===== src/rtl/program_loader.sv =====
// Byte-stream program loader: assembles two-byte instruction words and
// writes them into program memory from address 0 while stalling the CPU.
module program_loader #(
    parameter int ADDR_WIDTH  = 4,
    parameter int INSTR_WIDTH = 12
) (
    input  logic                   clk,
    input  logic                   reset,
    input  logic                   start,
    input  logic [7:0]             rx_data,
    input  logic                   rx_valid,
    output logic                   rx_ready,
    output logic [ADDR_WIDTH-1:0]  mem_addr,
    output logic [INSTR_WIDTH-1:0] mem_wdata,
    output logic                   mem_we,
    output logic                   cpu_hold,
    output logic                   busy,
    output logic                   done,
    output logic                   err
);

    localparam int CW = ADDR_WIDTH + 1;
    localparam int DEPTH = 1 << ADDR_WIDTH;
    localparam logic [CW-1:0] DEPTH_C = CW'(DEPTH);

    typedef enum logic [2:0] {
        IDLE,
        LEN,
        LO,
        HI,
        WRITE,
        FINISH
    } state_t;

    state_t                 state_q, state_d;
    logic [ADDR_WIDTH-1:0]  addr_q, addr_d;
    logic [INSTR_WIDTH-1:0] wdata_q, wdata_d;
    logic [CW-1:0]          cnt_q, cnt_d;
    logic [CW-1:0]          len_q, len_d;
    logic                   err_q, err_d;
    logic                   xfer;

    // Every output is a register or a pure decode of the state register.
    assign rx_ready  = (state_q == LEN) || (state_q == LO) || (state_q == HI);
    assign mem_we    = (state_q == WRITE);
    assign busy      = (state_q != IDLE);
    assign cpu_hold  = busy && (state_q != FINISH);
    assign done      = (state_q == FINISH) && !err_q;
    assign err       = err_q;
    assign mem_addr  = addr_q;
    assign mem_wdata = wdata_q;
    assign xfer      = rx_valid && rx_ready;

    always_comb begin
        state_d = state_q;
        addr_d  = addr_q;
        wdata_d = wdata_q;
        cnt_d   = cnt_q;
        len_d   = len_q;
        err_d   = err_q;
        unique case (state_q)
            IDLE: begin
                if (start) begin
                    err_d   = 1'b0;
                    cnt_d   = '0;
                    addr_d  = '0;
                    state_d = LEN;
                end
            end
            LEN: begin
                if (xfer) begin
                    if (32'(rx_data) > DEPTH) begin
                        err_d   = 1'b1;
                        state_d = FINISH;
                    end else begin
                        len_d   = (rx_data == 8'd0) ? DEPTH_C : CW'(rx_data);
                        state_d = LO;
                    end
                end
            end
            LO: begin
                if (xfer) begin
                    wdata_d[7:0] = rx_data;
                    state_d      = HI;
                end
            end
            HI: begin
                if (xfer) begin
                    wdata_d[INSTR_WIDTH-1:8] = rx_data[INSTR_WIDTH-9:0];
                    state_d                  = WRITE;
                end
            end
            WRITE: begin
                // Address only advances when another word follows: no wrap.
                if (cnt_q == len_q - CW'(1)) begin
                    state_d = FINISH;
                end else begin
                    addr_d  = addr_q + ADDR_WIDTH'(1);
                    cnt_d   = cnt_q + CW'(1);
                    state_d = LO;
                end
            end
            FINISH: state_d = IDLE;
            default: state_d = IDLE;
        endcase
    end

    always_ff @(posedge clk) begin
        if (reset) begin
            state_q <= IDLE;
            addr_q  <= '0;
            wdata_q <= '0;
            cnt_q   <= '0;
            len_q   <= '0;
            err_q   <= 1'b0;
        end else begin
            state_q <= state_d;
            addr_q  <= addr_d;
            wdata_q <= wdata_d;
            cnt_q   <= cnt_d;
            len_q   <= len_d;
            err_q   <= err_d;
        end
    end

endmodule


===== config.mk =====
export PLATFORM = sky130hd
export DESIGN_NAME = program_loader
export DESIGN_NICKNAME = d
export VERILOG_FILES = /design/src/rtl/program_loader.sv
export SDC_FILE = /design/constraint.sdc
export NUM_CORES = 1
export LEC_CHECK = 0
export ABC_CLOCK_PERIOD_IN_PS = 4730
export BUFFER_PORTS_ARGS = -buffer_cell sky130_fd_sc_hd__buf_2
export CAP_MARGIN = 0
export CORE_ASPECT_RATIO = 1.4
export CORE_MARGIN = 2
export CORE_UTILIZATION = 40
export DETAILED_ROUTE_END_ITERATION = 6
export GPL_ROUTABILITY_DRIVEN = 0
export GPL_TIMING_DRIVEN = 0
export PLACE_DENSITY = 0.6
export REMOVE_ABC_BUFFERS = 1
export SLEW_MARGIN = 40
export SYNTH_ARGS = -nofsm -noshare
export SYNTH_HDL_FRONTEND = slang
export SYNTH_SLANG_ARGS = --single-unit

===== constraint.sdc =====
create_clock -name clk -period 4.73 [get_ports clk]
set_input_delay 0.7095 -clock clk [delete_from_list [all_inputs] [get_ports clk]]
set_output_delay 0.7095 -clock clk [all_outputs]
set_load 0.01 [all_outputs]

Word level (Yosys, flattened, before mapping)
Cells that the tools add are included.
- flip-flop bits (word level): 30
- output and inout bits: 22
- bitwise gates (word level): 1
- mux-type cells: 18
- reduce and logical (&&, ||, !) cells: 17
- add/subtract/negate cells: 3
- $lt $le $gt $ge: 1
- equality and inequality tests: 13
- operators with widths (operator ; number):
    3-bit two-way mux ; 6
    5-bit two-way mux ; 3
    3-bit case mux with 5 select lines ; 1
    2-bit != test (second input constant) ; 5
    5-bit case mux with 2 select lines ; 1
    8-bit by 5-bit > comparator with 1-bit output (second input constant) ; 1
    8-bit logical NOT ; 1
    4-bit two-way mux ; 2
    4-bit case mux with 2 select lines ; 1
    4-bit AND reduction ; 2
    3-bit by 2-bit == test with 1-bit output (second input constant) ; 2
    3-bit == test (second input constant) ; 2
    3-bit AND reduction ; 2
    5-bit by 1-bit adder with 5-bit output (second input constant) ; 1
    5-bit == test ; 1
    5-bit by 1-bit subtractor with 5-bit output (second input constant) ; 1
    4-bit by 1-bit adder with 4-bit output (second input constant) ; 1
    2-bit AND reduction ; 2
    2-bit nonzero test ; 2
    3-bit by 1-bit == test with 1-bit output (second input constant) ; 1
    1-bit logical AND ; 3
    3-bit logical NOT ; 1
    1-bit two-way mux ; 3
    3-bit != test (second input constant) ; 1
    other kinds (6) ; 7

Logic depth before layout (Yosys ltp)
Gate-level depths: netlist of the first run.
- depth after elaboration: 6
- depth in mapped cells: 8

Worst setup path before layout of the first run
OpenSTA, ideal clock, no wires.
- path type: register to register
- start point: register len_q[0]
- end point: register addr_q[2], in the netlist mem_addr[2]
- setup time: 0.067 ns
- required time: 4.663 ns
- buffers on the path: 1
- cell stages (with the launch flop): 9
- clock period less this slack: 1.940 ns
- data arrival time: 1.873 ns
- slack: 2.790 ns
- cells stage by stage: dfxtp_1 inv_1 ha_1 nor2b_1 or3_4 a311oi_4 buf_6 o21ai_1 a21oi_2
- longest elaborated chain between the ends: 4
- RTL lines (item ; RTL line ; source):
    from (decl) ; 39 ; logic [CW-1:0] len_q, len_d;
    from (signal assigned) ; 121 ; len_q <= len_d;
    5-bit by 1-bit subtractor with 5-bit output ; 95 ; if (cnt_q == len_q - CW'(1)) begin
    5-bit == test ; 95 ;
    2-bit != test (no source line) ; -- ;
    3-bit AND reduction (no source line) ; -- ;
    to (signal assigned) ; 118 ; addr_q <= addr_d;
    to (decl) ; 36 ; logic [ADDR_WIDTH-1:0] addr_q, addr_d;
No other way between the ends.
A chain may end at the register's enable or synchronous reset.

Worst setup path in the final report of the first run
- start point: register state_q[1]
- end point: output port mem_we
- longest elaborated chain between the ends: 1
- RTL lines (item ; RTL line ; source):
    from (decl) ; 35 ; state_t state_q, state_d;
    from (signal assigned) ; 117 ; state_q <= state_d;
    3-bit == test ; 45 ; assign mem_we = (state_q == WRITE);
    to (decl) ; 15 ; output logic mem_we,
No other way between the ends.

==> metrics.csv, run 1 <==
stage,metric,value,unit
clocking,cts_tree,built,
yosys,synthesis.area,1470,µm²
detailed_routing,wire_per_inst,12.6,µm
yosys,yosysWarnings,0,
cells_and_area,nNetsFinal,223,
cells_and_area,layout_common_cells,"buf_2, dfxtp_1, nand2_1",
clocking,htreeDepth,2,
cells_and_area,layout_commonest_cell,buf_2,
yosys,synth_cells,174,
critical_path,path_class,reg -> out,
detailed_routing,routed_wl,3180,µm
clocking,insertion_delay,290,ps
critical_path,r2r_cells,7,
critical_path,crit_slowest_cell,dfxtp_1,
clocking,postCtsSetupBuffers,0,
min_path,hold_path_class,reg -> reg,
min_path,hold_start,mem_wdata[4]$_SDFFE_PP0P_,
critical_path,crit_path_end,mem_we,
clocking,numCtsBuffers,5,
pwr,fin_total_pwr,602,µW
global_route,grt_max_degree,24,
yosys,synth-seq-cells,30,
run_status,status,"finished, final reports clean",
yosys,synthArstFlopShare,0,%
clocking,ctsHoldBuffers,0,
die,die_h,75.7,µm
die,die_w,55.2,µm
die,start_util,41.0,%
min_path,holdPathStages,2,
critical_path,crit_path_start_kind,flop,
cells_and_area,multi_input_area,815,µm²
timing,worst_pin_slew,730,ps
placement,dp_hpwl,2320,µm
timing,fin_crit_sh,51.7,%
yosys,synthFlopType,dfxtp_1,
critical_path,r2r_end,state_q[1]$_SDFFE_PP0P_,
timing,holdWs,455,ps
critical_path,cp.arrival,1730,ps
cells_and_area,fin_util,48.9,%
die,core,3580,µm²
die,io_pins,34,
critical_path,worstPathMaxFanout,12,
yosys,synth-seq-area-share,40.9,%
global_route,grt-ovfl-total,0,
global_route,grt_pass1_vias,1194,
critical_path,crit_path_end_kind,output port,
cells_and_area,antenna_cells,0,
yosys,yosysUniqueCellTypes,38,
placement,placed_cell_area,1650,µm²
yosys,synth_area_per_cell,8.43,µm²
timing,min_period,2440,ps
critical_path,r2r-start,len_q[0]$_SDFFE_PP0P_,
cells_and_area,drive_above_1_share,24.4,%
global_route,grt_pass1_wl,5180,µm
critical_path,path_cells,nor2_2 -> nand2_1 -> clkinv_1 -> buf_2,
timing,finalHoldViolCount,0,
timing,rsz0062_at_grt,false,
detailed_routing,drc,0,
detailed_routing,via_count,1338,
timing,setup_tns,0,ps
timing,timing.slew.headroom,51.4,%
cells_and_area,final_area,1750,µm²
critical_path,crit_path_max_incr_delay,580,ps
cells_and_area,regArea,601,µm²
critical_path,cp.required,4020,ps
clocking,path_clk_slew,60,ps
clocking,clock_sinks,30,
timing,skew,8.68,ps
timing,max_clock_freq,409,MHz
flow_run,max_cap_viol_count,0,
detailed_routing,dr.pass1.iters,4,
global_route,antenna_found_initial,0,
detailed_routing,dr.first_iter.drc_count,35,
clocking,cts_buffer_depth,2,
timing,slew_viol_final,0,
pwr,leakagePower,0.000722,µW
critical_path,ff2ff_setup_slack,2380,ps
die,row_count,26,
clocking,root_buffer,clkbuf_8,
detailed_routing,ant_nets,0,
die,design.die.area,4180,µm²
critical_path,startpoint,state_q[1]$_SDFFE_PP0P_,
pwr,ir_worst_vdd,219,µV
cells_and_area,synthToLayoutAreaGrowth,19.3,%
timing,setup_viol,0,
pwr,power_density,344,nW/µm²
yosys,synth_edf_count,0,
clocking,cts_resized,0,
placement,port_buffers,33,
detailed_routing,viasPerCell,5.33,
cells_and_area,n_fill_cell,377,
global_route,grt_use_total,17.2,%
## flip-flops by register name, summed over array words and instances, names as in the netlist
name       flops
cnt_q          5
err            1
len_q          5
mem_addr       4
mem_wdata     12
state_q        3
## Yosys cell counts, types with 2 or more instances
cell type  number  share of area (%)
nor2_1         14                3.6
inv_1           6                1.5
clkbuf_1        3               0.77
xor2_1          2                1.2
o211ai_1        4                2.0
o21ai_1        11                3.8
dfxtp_1        30                 41
nor3_1          5                1.7
or3_1           9                3.8
mux2i_1         8                5.5
ha_1            3                2.6
a21oi_1        15                5.1
a21oi_2         5                3.0
nand2_1        25                6.4
nor2b_1         4                1.7
o21ai_0         4                1.4
nand4_1         3                1.3
xnor2_1         3                1.8
## metal layers
metal | GRT usage [%] | part of all wire [%] | vias to the layer above | wire length, µm
li1 | - | - | 678 | -
met1 | 18.4 | 43 | 619 | 1370
met2 | 30.3 | 50 | 37 | 1600
met3 | 5.49 | 5.0 | 4 | 159
met4 | 7.32 | 1.5 | 0 | 48
met5 | 0 | 0 | - | 0
## cell families (layout without fill, tap and decap cells)
| logic type | Yosys count | in the layout | synth area share [%] |
|---|---|---|---|
| and+or+nand+nor | 70 | 70 | 24.5 |
| adders and majority gates | 3 | 3 | 2.56 |
| muxes | 8 | 8 | 5.46 |
| buffers and inverters | 13 | 48 | 3.92 |
| AOI/OAI and AO/OA | 45 | 45 | 19.7 |
| xor gates and xnor gates | 5 | 5 | 2.98 |
| DFF | 30 | 30 | 40.9 |
## through the flow
| step | setup slack [ps] | cells |
|---|---|---|
| after floorplan | 2670 | 168 |
| after global placement | 2450 | 243 |
| after detailed placement | 2380 | 243 |
| after CTS | 2290 | 251 |
| after global routing | 2150 | 251 |
| final | 2290 | 251 |
## area by class of cell
| type | instances | share of cell area (%) |
|---|---|---|
| repair buffers | 33 | 9.44 |
| well taps | 42 | 3.00 |
| clock inverters | 1 | 0.286 |
| flip-flops and latches | 30 | 34.3 |
| inverters | 7 | 1.50 |
| clock buffers | 7 | 4.93 |
| multi-input cells | 131 | 46.5 |
## critical path, delay by kind of cell (launching register included)
family	cells	cell delay (ps)
flip-flops	1	580
buffers and inverters	2	540
AND/OR/NAND/NOR	2	330
## power by group
group          internal (µW)  switching, µW
clock network            117           95.8
logic                   42.0           65.7
registers                263           17.4
## worst min path at each step
stage | end | slack (ps)
floorplan | mem_wdata[0]$_SDFFE_PP0P_ | 470
global placement | mem_wdata[0]$_SDFFE_PP0P_ | 440
detailed placement | mem_wdata[2]$_SDFFE_PP0P_ | 450
CTS | mem_wdata[4]$_SDFFE_PP0P_ | 460
global route | mem_wdata[2]$_SDFFE_PP0P_ | 470
finish | mem_wdata[4]$_SDFFE_PP0P_ | 450
Power figures use the tool's default switching activity.
==> run 2: changes to the inputs <==
Settings changed: ABC_CLOCK_PERIOD_IN_PS 4730 to 2000, PLACE_DENSITY 0.6 to 0.63.
Clock period 4.73 ns to 2 ns, I/O delays scaled along.
==> metrics.csv, run 2 (synthesized netlist as in run 1, its figures left out) <==
stage,metric,value,unit
min_path,holdPathStages,3,
timing,worst_pin_slew,570,ps
clocking,insertion_delay,280,ps
detailed_routing,ant_nets,0,
cells_and_area,drive_above_1_share,32.4,%
critical_path,crit_path_end_kind,flop,
detailed_routing,dr.pass1.iters,5,
critical_path,crit_slowest_cell,or3_4,
timing,finalHoldViolCount,0,
clocking,htreeDepth,2,
cells_and_area,layout_common_cells,"buf_2, dfxtp_1, nand2_1",
critical_path,worstPathMaxFanout,5,
timing,skew,6.36,ps
run_status,status,"finished, final reports clean",
placement,placed_cell_area,1660,µm²
min_path,hold_start,rx_data[7],
timing,timing.slew.headroom,61.6,%
global_route,grt_use_total,18.4,%
global_route,grt-ovfl-total,0,
die,io_pins,34,
clocking,path_clk_slew,70,ps
timing,max_clock_freq,513,MHz
die,die_w,55.2,µm
critical_path,r2r_end,cnt_q[3]$_SDFFE_PP0P_,
detailed_routing,routed_wl,3460,µm
cells_and_area,largest_reg_flops,12,
detailed_routing,viasPerCell,5.38,
die,core,3580,µm²
cells_and_area,fin_util,53.5,%
die,start_util,41.0,%
critical_path,ff2ff_setup_slack,50,ps
flow_run,max_cap_viol_count,0,
pwr,leakagePower,0.000792,µW
cells_and_area,antenna_cells,0,
critical_path,path_class,reg -> reg,
critical_path,crit_path_start_kind,flop,
global_route,grt_pass1_vias,1270,
die,design.die.area,4180,µm²
cells_and_area,layout_commonest_cell,buf_2,
clocking,cts_buffer_depth,2,
placement,port_buffers,33,
critical_path,path_buf_inv,3,
min_path,holdPathEnd,mem_wdata[7]$_SDFFE_PP0P_,
clocking,root_buffer,clkbuf_8,
detailed_routing,via_count,1388,
critical_path,cpLargestDelayFamily,simple AND/OR/NAND/NOR gates,
timing,rsz0062_at_grt,true,
cells_and_area,synthToLayoutAreaGrowth,30.4,%
critical_path,cp.required,2220,ps
global_route,grt_pass1_wl,5580,µm
critical_path,cp.arrival,2170,ps
pwr,ir_worst_vdd,467,µV
clocking,cts_tree,built,
placement,dp_hpwl,2300,µm
timing,min_period,1950,ps
global_route,antenna_found_initial,0,
die,row_count,26,
timing,slew_viol_final,0,
critical_path,r2r_cells,9,
detailed_routing,wire_per_inst,13.4,µm
global_route,grt_max_degree,24,
timing,setup_viol,0,
detailed_routing,drc,0,
critical_path,path_cells,inv_1 -> ha_4 -> and4bb_2 -> o211ai_1 -> a311oi_4 -> buf_4 -> buf_12 -> or3_4 -> a21oi_2,
critical_path,r2r-start,len_q[0]$_SDFFE_PP0P_,
clocking,numCtsBuffers,5,
die,die_h,75.7,µm
clocking,clock_sinks,30,
min_path,hold_path_class,in -> reg,
cells_and_area,nNetsFinal,230,
critical_path,crit_path_max_incr_delay,360,ps
cells_and_area,final_area,1910,µm²
detailed_routing,dr.first_iter.drc_count,19,
pwr,power_density,786,nW/µm²
clocking,ctsHoldBuffers,0,
timing,fin_crit_sh,97.5,%
[run 2: stage by stage]
step                hold WS [ps]  TNS (ps)  setup slack, ps  std cells  total power (µW)
detailed placement           445     -3460             -337        243               935
global placement             439     -3220             -316        243               931
CTS                          258         0             2.58        252              1510
global route                 267         0             7.18        258              1580
finish                       263         0             50.4        258              1500
floorplan                    369      -430            -63.4        168               833
[run 2: metal layers]
layer  up-vias  global-route usage [%]  share of wire [%]
met3         4                    5.88                4.6
met4         0                    8.13                1.1
met1       659                    20.5                 42
li1        693                       -                  -
met5         -                       0                  0
met2        32                    31.3                 53
[run 2: layout make-up]
class	count	area (µm²)
Clock buffer	8	110
Fill cell	378	1660
Inverter	7	30.0
Multi-Input combinational cell	131	847
Sequential cell	30	606
Tap cell	42	52.6
Timing Repair Buffer	40	269
[run 2: power by group]
| part | leakage (µW) | internal (µW) | switching, µW |
|---|---|---|---|
| clock network | 0.0000575 | 347 | 232 |
| logic | 0.000490 | 101 | 158 |
| registers | 0.000244 | 625 | 41.7 |
[run 2: worst max path at each step]
stage | start | endpoint | slack (ps) | cells past startpoint
2_1_floorplan | len_q[0]$_SDFFE_PP0P_ | cnt_q[1]$_SDFFE_PP0P_ | -60 | 7
5_1_grt | len_q[1]$_SDFFE_PP0P_ | cnt_q[3]$_SDFFE_PP0P_ | 7 | 9
6_report | len_q[0]$_SDFFE_PP0P_ | cnt_q[3]$_SDFFE_PP0P_ | 50 | 9
3_3_place_gp | len_q[0]$_SDFFE_PP0P_ | state_q[1]$_SDFFE_PP0P_ | -320 | 7
3_5_place_dp | len_q[0]$_SDFFE_PP0P_ | state_q[1]$_SDFFE_PP0P_ | -340 | 7
4_1_cts | len_q[0]$_SDFFE_PP0P_ | cnt_q[3]$_SDFFE_PP0P_ | 3 | 8
[run 2: timing repair]
item	4_1_cts	5_1_grt
resized for setup	2	11
pin swaps	2	9
setup endpoints to repair	13	11
cloned	0	2
setup buffers	1	4
[run 2: worst register-to-register path, cell delays in order (launching register included)]
cell	delay, ps
dfxtp_2	330
inv_1	60
ha_4	160
and4bb_2	220
o211ai_1	270
a311oi_4	70
buf_4	170
buf_12	120
or3_4	360
a21oi_2	130
==> run 3: changes to the inputs <==
Settings changed: CORE_UTILIZATION 40 to 47, PLACE_DENSITY 0.63 to 0.72.
==> metrics.csv, run 3 (synthesized netlist as in run 1, its figures left out) <==
stage,metric,value,unit
global_route,grt-ovfl-total,0,
critical_path,worstPathMaxFanout,8,
cells_and_area,layout_common_cells,"buf_2, dfxtp_1, nand2_1",
placement,place_inst,240,
die,core,3060,µm²
cells_and_area,fin_cells,253,
global_route,grt_use_met1,23.9,%
timing,fin_crit_sh,98.4,%
timing,skew,3.01,ps
global_route,grt_max_degree,24,
critical_path,crit_path_start_kind,flop,
clocking,path_clk_slew,60,ps
die,die_h,70.1,µm
detailed_routing,wire_per_inst,14.1,µm
cells_and_area,nNetsFinal,228,
pwr,ir_worst_vdd,475,µV
timing,slew_viol_final,0,
cells_and_area,synthToLayoutAreaGrowth,28.4,%
cells_and_area,largest_reg_flops,12,
critical_path,path_class,reg -> reg,
global_route,use_met3,5.77,%
clocking,insertion_delay,280,ps
die,design.die.area,3590,µm²
timing,setup_viol,0,
die,io_pins,34,
cells_and_area,antenna_cells,0,
timing,finalHoldViolCount,0,
global_route,grt_use_met2,37.2,%
global_route,grt_pass1_vias,1388,
pwr,power_density,764,nW/µm²
min_path,hold_path_class,in -> reg,
flow_run,max_cap_viol_count,0,
placement,placed_cell_area,1650,µm²
run_status,status,"finished, final reports clean",
clocking,root_buffer,clkbuf_8,
global_route,grt_pass1_wl,5910,µm
critical_path,cp.required,2210,ps
die,start_util,47.9,%
critical_path,cp.arrival,2180,ps
global_route,grt_busiest_layer,met2,
timing,max_clock_freq,508,MHz
pwr,leakagePower,0.000779,µW
timing,worst_pin_slew,583,ps
critical_path,crit_path_end_kind,flop,
global_route,grt_use_total,21.2,%
clocking,cts_buffer_depth,2,
placement,port_buffers,33,
global_route,antenna_found_initial,0,
detailed_routing,viasPerCell,5.57,
die,row_count,24,
clocking,cts_tree,built,
cells_and_area,n_fill_cell,295,
detailed_routing,via_count,1409,
die,die_w,51.2,µm
clocking,ctsHoldBuffers,0,
detailed_routing,routed_wl,3570,µm
timing,min_period,1970,ps
clocking,clock_sinks,30,
detailed_routing,ant_nets,0,
detailed_routing,dr.pass1.iters,4,
cells_and_area,fin_util,61.5,%
placement,dp_hpwl,2400,µm
timing,rsz0062_at_grt,true,
detailed_routing,dr.first_iter.drc_count,31,
cells_and_area,drive_above_1_share,32.2,%
clocking,htreeDepth,2,
clocking,numCtsBuffers,5,
cells_and_area,layout_commonest_cell,buf_2,
cells_and_area,final_area,1880,µm²
timing,timing.slew.headroom,60.7,%
detailed_routing,drc,0,
timing,holdWs,276,ps
timing,setup_tns,0,ps
-- run 3: critical path: stages (launching register included) --
cell	delay (ps)
dfxtp_4	360
inv_2	40
ha_4	160
nor2b_4	120
or3_4	340
a311oi_4	400
clkbuf_16	250
a22oi_2	80
o21ai_1	150
-- run 3: final timing paths --
path                                           startpoint                         to  slack [ps]  cells past startpoint
worst min register to register  mem_wdata[1]$_SDFFE_PP0P_  mem_wdata[1]$_SDFFE_PP0P_         460                      2
worst max register to register      len_q[0]$_SDFFE_PP0P_    state_q[0]$_SDFFE_PP0P_          30                      8
worst min-delay path                           rx_data[5]  mem_wdata[5]$_SDFFE_PP0P_         280                      3
worst max-delay path                len_q[0]$_SDFFE_PP0P_    state_q[0]$_SDFFE_PP0P_          30                      8
-- run 3: power by group --
part | internal, µW | switching, µW
registers | 623 | 41.9
clock network | 277 | 225
logic | 106 | 169
total | 1010 | 435
-- run 3: metal layers --
metal	up-vias	part of all wire [%]
met1	675	42
li1	691	-
met4	0	1.9
met5	-	0
met3	9	3.9
met2	34	53
-- run 3: repair_timing --
action	in CTS	in global routing
endpoints found under the setup margin	13	10
setup buffers	2	1
gates resized for setup	3	12
gates cloned	0	2
pin swaps	2	7
-- run 3: cell type report --
type	instances	area [µm²]	area share (%)
repair buffers	38	250	13.3
clock inverters	1	5.00	0.266
clock buffers	7	86.3	4.58
well taps	39	48.8	2.59
inverters	7	30.0	1.59
flip-flops and latches	30	607	32.2
multi-input cells	131	857	45.5
-- run 3: metrics by stage --
| stage | setup slack, ps | power (µW) |
|---|---|---|
| after floorplan | -63.4 | 833 |
| after global placement | -260 | 922 |
| after detailed placement | -330 | 933 |
| after CTS | 38.4 | 1440 |
| after global routing | -30.0 | 1520 |
| final | 32.3 | 1440 |
